--- config.mk ---
export PLATFORM = sky130hd
export DESIGN_NAME = decrypt_unit
export DESIGN_NICKNAME = d
export VERILOG_FILES = /design/src/rtl/decrypt_config.sv /design/src/rtl/key_scheduler.sv /design/src/rtl/decrypt_unit.sv
export SDC_FILE = /design/constraint.sdc
export NUM_CORES = 1
export LEC_CHECK = 0
export CORE_ASPECT_RATIO = 1.5
export CORE_MARGIN = 2
export CORE_UTILIZATION = 47
export CTS_CLUSTER_SIZE = 10
export DETAILED_ROUTE_END_ITERATION = 12
export DONT_BUFFER_PORTS = 1
export PLACE_DENSITY = 0.72
export SKIP_CTS_REPAIR_TIMING = 1
export SYNTH_ARGS = -nofsm -noshare
export SYNTH_HDL_FRONTEND = slang
export SYNTH_SLANG_ARGS = --single-unit
export TNS_END_PERCENT = 100
--- constraint.sdc ---
create_clock -name clk -period 4.7 [get_ports clk]
set_input_delay 1.41 -clock clk [delete_from_list [all_inputs] [get_ports clk]]
set_output_delay 1.41 -clock clk [all_outputs]
set_load 0.005 [all_outputs]
--- src/rtl/decrypt_config.sv ---
// Shared cipher configuration: bit permutation and key-pointer encodings,
// common to the encryption and decryption sides.
package decrypt_config;

  typedef enum logic [1:0] {
    KP_K1 = 2'd0,
    KP_K2 = 2'd1,
    KP_K3 = 2'd2
  } key_ptr_t;

  // Plaintext bit PERM[i] carries intermediate bit i.
  localparam logic [2:0] PERM [8] = '{3'd3, 3'd6, 3'd0, 3'd5, 3'd7, 3'd1, 3'd4, 3'd2};

  function automatic key_ptr_t next_ptr(input key_ptr_t p);
    case (p)
      KP_K1:   return KP_K2;
      KP_K2:   return KP_K3;
      default: return KP_K1;
    endcase
  endfunction

endpackage

--- src/rtl/key_scheduler.sv ---
// Key-pointer / byte-counter schedule with synchronous message resync.
// active_ptr is the key selection for the byte presented this cycle.
module key_scheduler
  import decrypt_config::*;
(
  input  logic       clk,
  input  logic       rst,
  input  logic       en,
  input  logic       mode,
  input  logic [2:0] rot_freq,
  input  logic       kresync,
  output key_ptr_t   active_ptr
);

  key_ptr_t   ptr_q, ptr_d, base_ptr;
  logic [2:0] cnt_q, cnt_d, base_cnt;

  always_comb begin
    // Resync acts before the schedule step so a same-cycle byte sees k1.
    base_ptr = kresync ? KP_K1 : ptr_q;
    base_cnt = kresync ? '0 : cnt_q;
    ptr_d    = base_ptr;
    cnt_d    = base_cnt;
    if (en && mode) begin
      if (base_cnt == rot_freq) begin
        cnt_d = '0;
        ptr_d = next_ptr(base_ptr);
      end else begin
        cnt_d = base_cnt + 3'd1;
      end
    end
    active_ptr = mode ? base_ptr : KP_K1;
  end

  always_ff @(posedge clk or posedge rst) begin
    if (rst) begin
      ptr_q <= KP_K1;
      cnt_q <= '0;
    end else begin
      ptr_q <= ptr_d;
      cnt_q <= cnt_d;
    end
  end

endmodule

--- src/rtl/decrypt_unit.sv ---
// Byte decryptor: rotate right, XOR active key, inverse bit permutation.
// Result is registered once (OUT_REG=0) or twice (OUT_REG=1).
module decrypt_unit
  import decrypt_config::*;
#(
  parameter int unsigned OUT_REG = 1
) (
  input  logic       clk,
  input  logic       rst,
  input  logic [7:0] din,
  input  logic       en,
  input  logic [7:0] k1,
  input  logic [7:0] k2,
  input  logic [7:0] k3,
  input  logic [2:0] rot_freq,
  input  logic       shift_en,
  input  logic [2:0] shift_amt,
  input  logic       mode,
  input  logic       kresync,
  output logic [7:0] dout,
  output logic       v
);

  key_ptr_t   active_ptr;
  logic [7:0] key, rot, xr, pt;
  logic [7:0] s1_data_q, s1_data_d;
  logic       s1_v_q, s1_v_d;

  key_scheduler u_key_scheduler (
    .clk        (clk),
    .rst        (rst),
    .en         (en),
    .mode       (mode),
    .rot_freq   (rot_freq),
    .kresync    (kresync),
    .active_ptr (active_ptr)
  );

  always_comb begin
    case (active_ptr)
      KP_K2:   key = k2;
      KP_K3:   key = k3;
      default: key = k1;
    endcase
    rot = 8'({din, din} >> (shift_en ? shift_amt : 3'd0));
    xr  = rot ^ key;
    pt  = '0;
    for (int unsigned i = 0; i < 8; i++) begin
      pt[PERM[i]] = xr[i];
    end
    s1_data_d = s1_data_q;
    if (en) begin
      s1_data_d = pt;
    end
    s1_v_d = en;
  end

  always_ff @(posedge clk or posedge rst) begin
    if (rst) begin
      s1_data_q <= '0;
      s1_v_q    <= 1'b0;
    end else begin
      s1_data_q <= s1_data_d;
      s1_v_q    <= s1_v_d;
    end
  end

  generate
    if (OUT_REG != 0) begin : g_out_reg
      logic [7:0] s2_data_q, s2_data_d;
      logic       s2_v_q;

      always_comb begin
        s2_data_d = s2_data_q;
        if (s1_v_q) begin
          s2_data_d = s1_data_q;
        end
      end

      always_ff @(posedge clk or posedge rst) begin
        if (rst) begin
          s2_data_q <= '0;
          s2_v_q    <= 1'b0;
        end else begin
          s2_data_q <= s2_data_d;
          s2_v_q    <= s1_v_q;
        end
      end

      assign dout = s2_data_q;
      assign v    = s2_v_q;
    end else begin : g_no_out_reg
      assign dout = s1_data_q;
      assign v    = s1_v_q;
    end
  endgenerate

endmodule
==> flow_metrics.tcl <==
set metrics [dict create \
    run_status "complete, no violations" \
    ant_nets 0 \
    dieWidth_um 54.2 \
    syn_area_mm2 0.00178 \
    multi_input_area_mm2 0.00112 \
    async_flop_share 1.00 \
    maxSlewViolCount 0 \
    fin_skew_ns 0.00306 \
    dr.pass1.iters 4 \
    fin_nets 233 \
    ys_seq_area_frac 0.324 \
    wirelength_um 4040 \
    synthCells 194 \
    fin_util 0.497 \
    setup_viol 0 \
    synth_ff_type "dfrtp_1" \
    drive_gt1_frac 0.146 \
    power.density_mw_per_mm2 253 \
    port_buffers 0 \
    grt_pass1_vias 1467 \
    post_synth.cell_area_avg_um2 9.16 \
    seqCellArea_um2 576 \
    vias_per_cell 6.35 \
    synth_top_area_share 0.324 \
    hp-class "register to register" \
    num_rows 27 \
    clk_path_buf_depth 2 \
    yosysTopAreaCell "dfrtp_1" \
    ctsRootBufferMaster "clkbuf_8" \
    synth_edf_count 0 \
    fmax_mhz 364 \
    antennaDiodeCount 0 \
    worst_setup_path_start_kind "input pin" \
    worstPathArrival_ns 2.93 \
    clock_latency_ns 0.26 \
    clkTransAtPathRegs_ns 0.08 \
    antenna_found_initial 0 \
    grt_pass1_wl_um 6290 \
    cts_tree "done" \
    io_pins 53 \
    timing.rr.end "s1_data_q[5]" \
    yosys_warnings 0 \
    htree_num_levels 1 \
    path_max_fanout 16 \
    cp-end-kind "register" \
    cp_data_required_time_ns 4.89 \
    vdd_drop_max_v 0.000143 \
    coreArea_mm2 0.00365 \
    drt-wirelength-per-cell_um 17.7 \
    setup_tns_ns 0 \
    synth.ff_latch_count 23 \
    relSlewSlack 0.446 \
    final.min_clock_period_ns 2.75 \
    synthTopCellsByArea "dfrtp_1 (32%), mux2_2 (7.6%), o22ai_1 (4.9%), xnor2_1 (4.4%), nor2_1 (3.6%)" \
    synth.top_cells.by_count "dfrtp_1 (23), nor2_1 (17), nand2_1 (15)" \
    rsz0062_at_grt "false" \
    post-synth-top-count-cell "dfrtp_1" \
    worstSetupPathType "input pin to register" \
    die_y_um 79.3 \
    tightest_slew_ns 0.831 \
    hold_end "dout[3]" \
    first_iter_violations 38 \
    min_from "s1_data_q[3]" \
    clock-sinks 23 \
    num_vias 1447 \
    worstRegToRegCells 5 \
    hpwl_um 3250 \
    regToRegStartpoint "u_key_scheduler.ptr_q[0]" \
    die_area_mm2 0.00430 \
    p_leak_nw 0.693 \
    fill_cells 341 \
    gp_congestion 0.862 \
    synth_cell_types 40 \
    finalCritPeriodShare 0.584 \
    grt_max_degree 24 \
    hold_depth 1 \
    r2r_slack_ns 2.84 \
    grt_usage 0.195 \
    grt_overflow 0 \
    fin_cells 228 \
    start_util 0.487 \
    cts_buffers 3 \
    maxCapViolations 0 \
    report.final.hold_viol_count 0 \
    areaGrowthSynthToFinish_pct 1.97 \
    synth_nets 241 \
    place_inst 224 \
    drc_errors 0 \
]
## cell type report
type | instances | share of cell area
multi-input cells | 154 | 0.619
flip-flops and latches | 23 | 0.318
well taps | 43 | 0.0297
clock buffers | 4 | 0.0249
inverters | 4 | 0.00829
## placed cells by master (no fill, tap or decap), types with 5 or more instances in the layout
master and n:
o21ai_0 11, o22ai_1 14, xnor2_1 9, a22oi_1 8
mux2_2 12, nor2_1 17, nand2_1 15, dfrtp_1 23
nand3b_1 5, a21oi_1 12
## worst max-delay path, cell delays in order
cell,delay (ns)
nor2b_1,0.12
and2_1,0.17
ha_1,0.52
o21ai_0,0.17
or3_1,0.38
a31oi_1,0.16
## through the flow
stage	setup slack (ns)	power, W	cell area (um^2)	hold slack, ns
3_5_place_dp	1.68	0.000345	1770	0.500
3_3_place_gp	1.72	0.000340	1770	0.493
6_report	1.95	0.000458	1810	0.511
2_1_floorplan	1.65	0.000338	1780	0.352
4_1_cts	1.96	0.000465	1810	0.518
5_1_grt	1.83	0.000487	1810	0.538
## layer usage
| metal | global-route usage | part of all wire | vias to the layer above |
|---|---|---|---|
| met2 | 0.330 | 0.51 | 65 |
| li1 | - | - | 700 |
| met5 | 0 | 0 | - |
| met3 | 0.0695 | 0.091 | 13 |
| met1 | 0.192 | 0.35 | 669 |
| met4 | 0.123 | 0.043 | 0 |
## sequential cells by signal (all words and copies together), names as in the netlist
register,flops
dout,8
s1_data_q,8
s1_v_q,1
v,1
u_key_scheduler.ptr_q,2
u_key_scheduler.cnt_q,3
## cell families after synthesis
group / count (synthesis) / share of synthesized area
multiplexers: 21 / 0.152
adder cells (fa/ha/maj): 3 / 0.0211
flip-flops: 23 / 0.324
XOR/XNOR: 10 / 0.0493
AND/OR/NAND/NOR: 60 / 0.180
AO/OA/AOI/OAI: 60 / 0.230
buffers and inverters: 17 / 0.0444
## worst max-delay path by stage
stage	from	slack, ns	to
floorplan	kresync	1.65	s1_data_q[5]
global placement	mode	1.72	s1_data_q[5]
detailed placement	mode	1.68	s1_data_q[5]
CTS	mode	1.96	s1_data_q[5]
global route	mode	1.83	s1_data_q[5]
finish	mode	1.95	s1_data_q[5]
## report_power, final
part           internal [W]  leakage [nW]  total [W]  switching, W
clock             0.0000604        0.0228   0.000119     0.0000584
sequential         0.000225         0.271   0.000244     0.0000188
combinational     0.0000546         0.400  0.0000955     0.0000409
total              0.000340         0.693   0.000458      0.000118
Note: power is estimated with default switching activity, not from simulation.
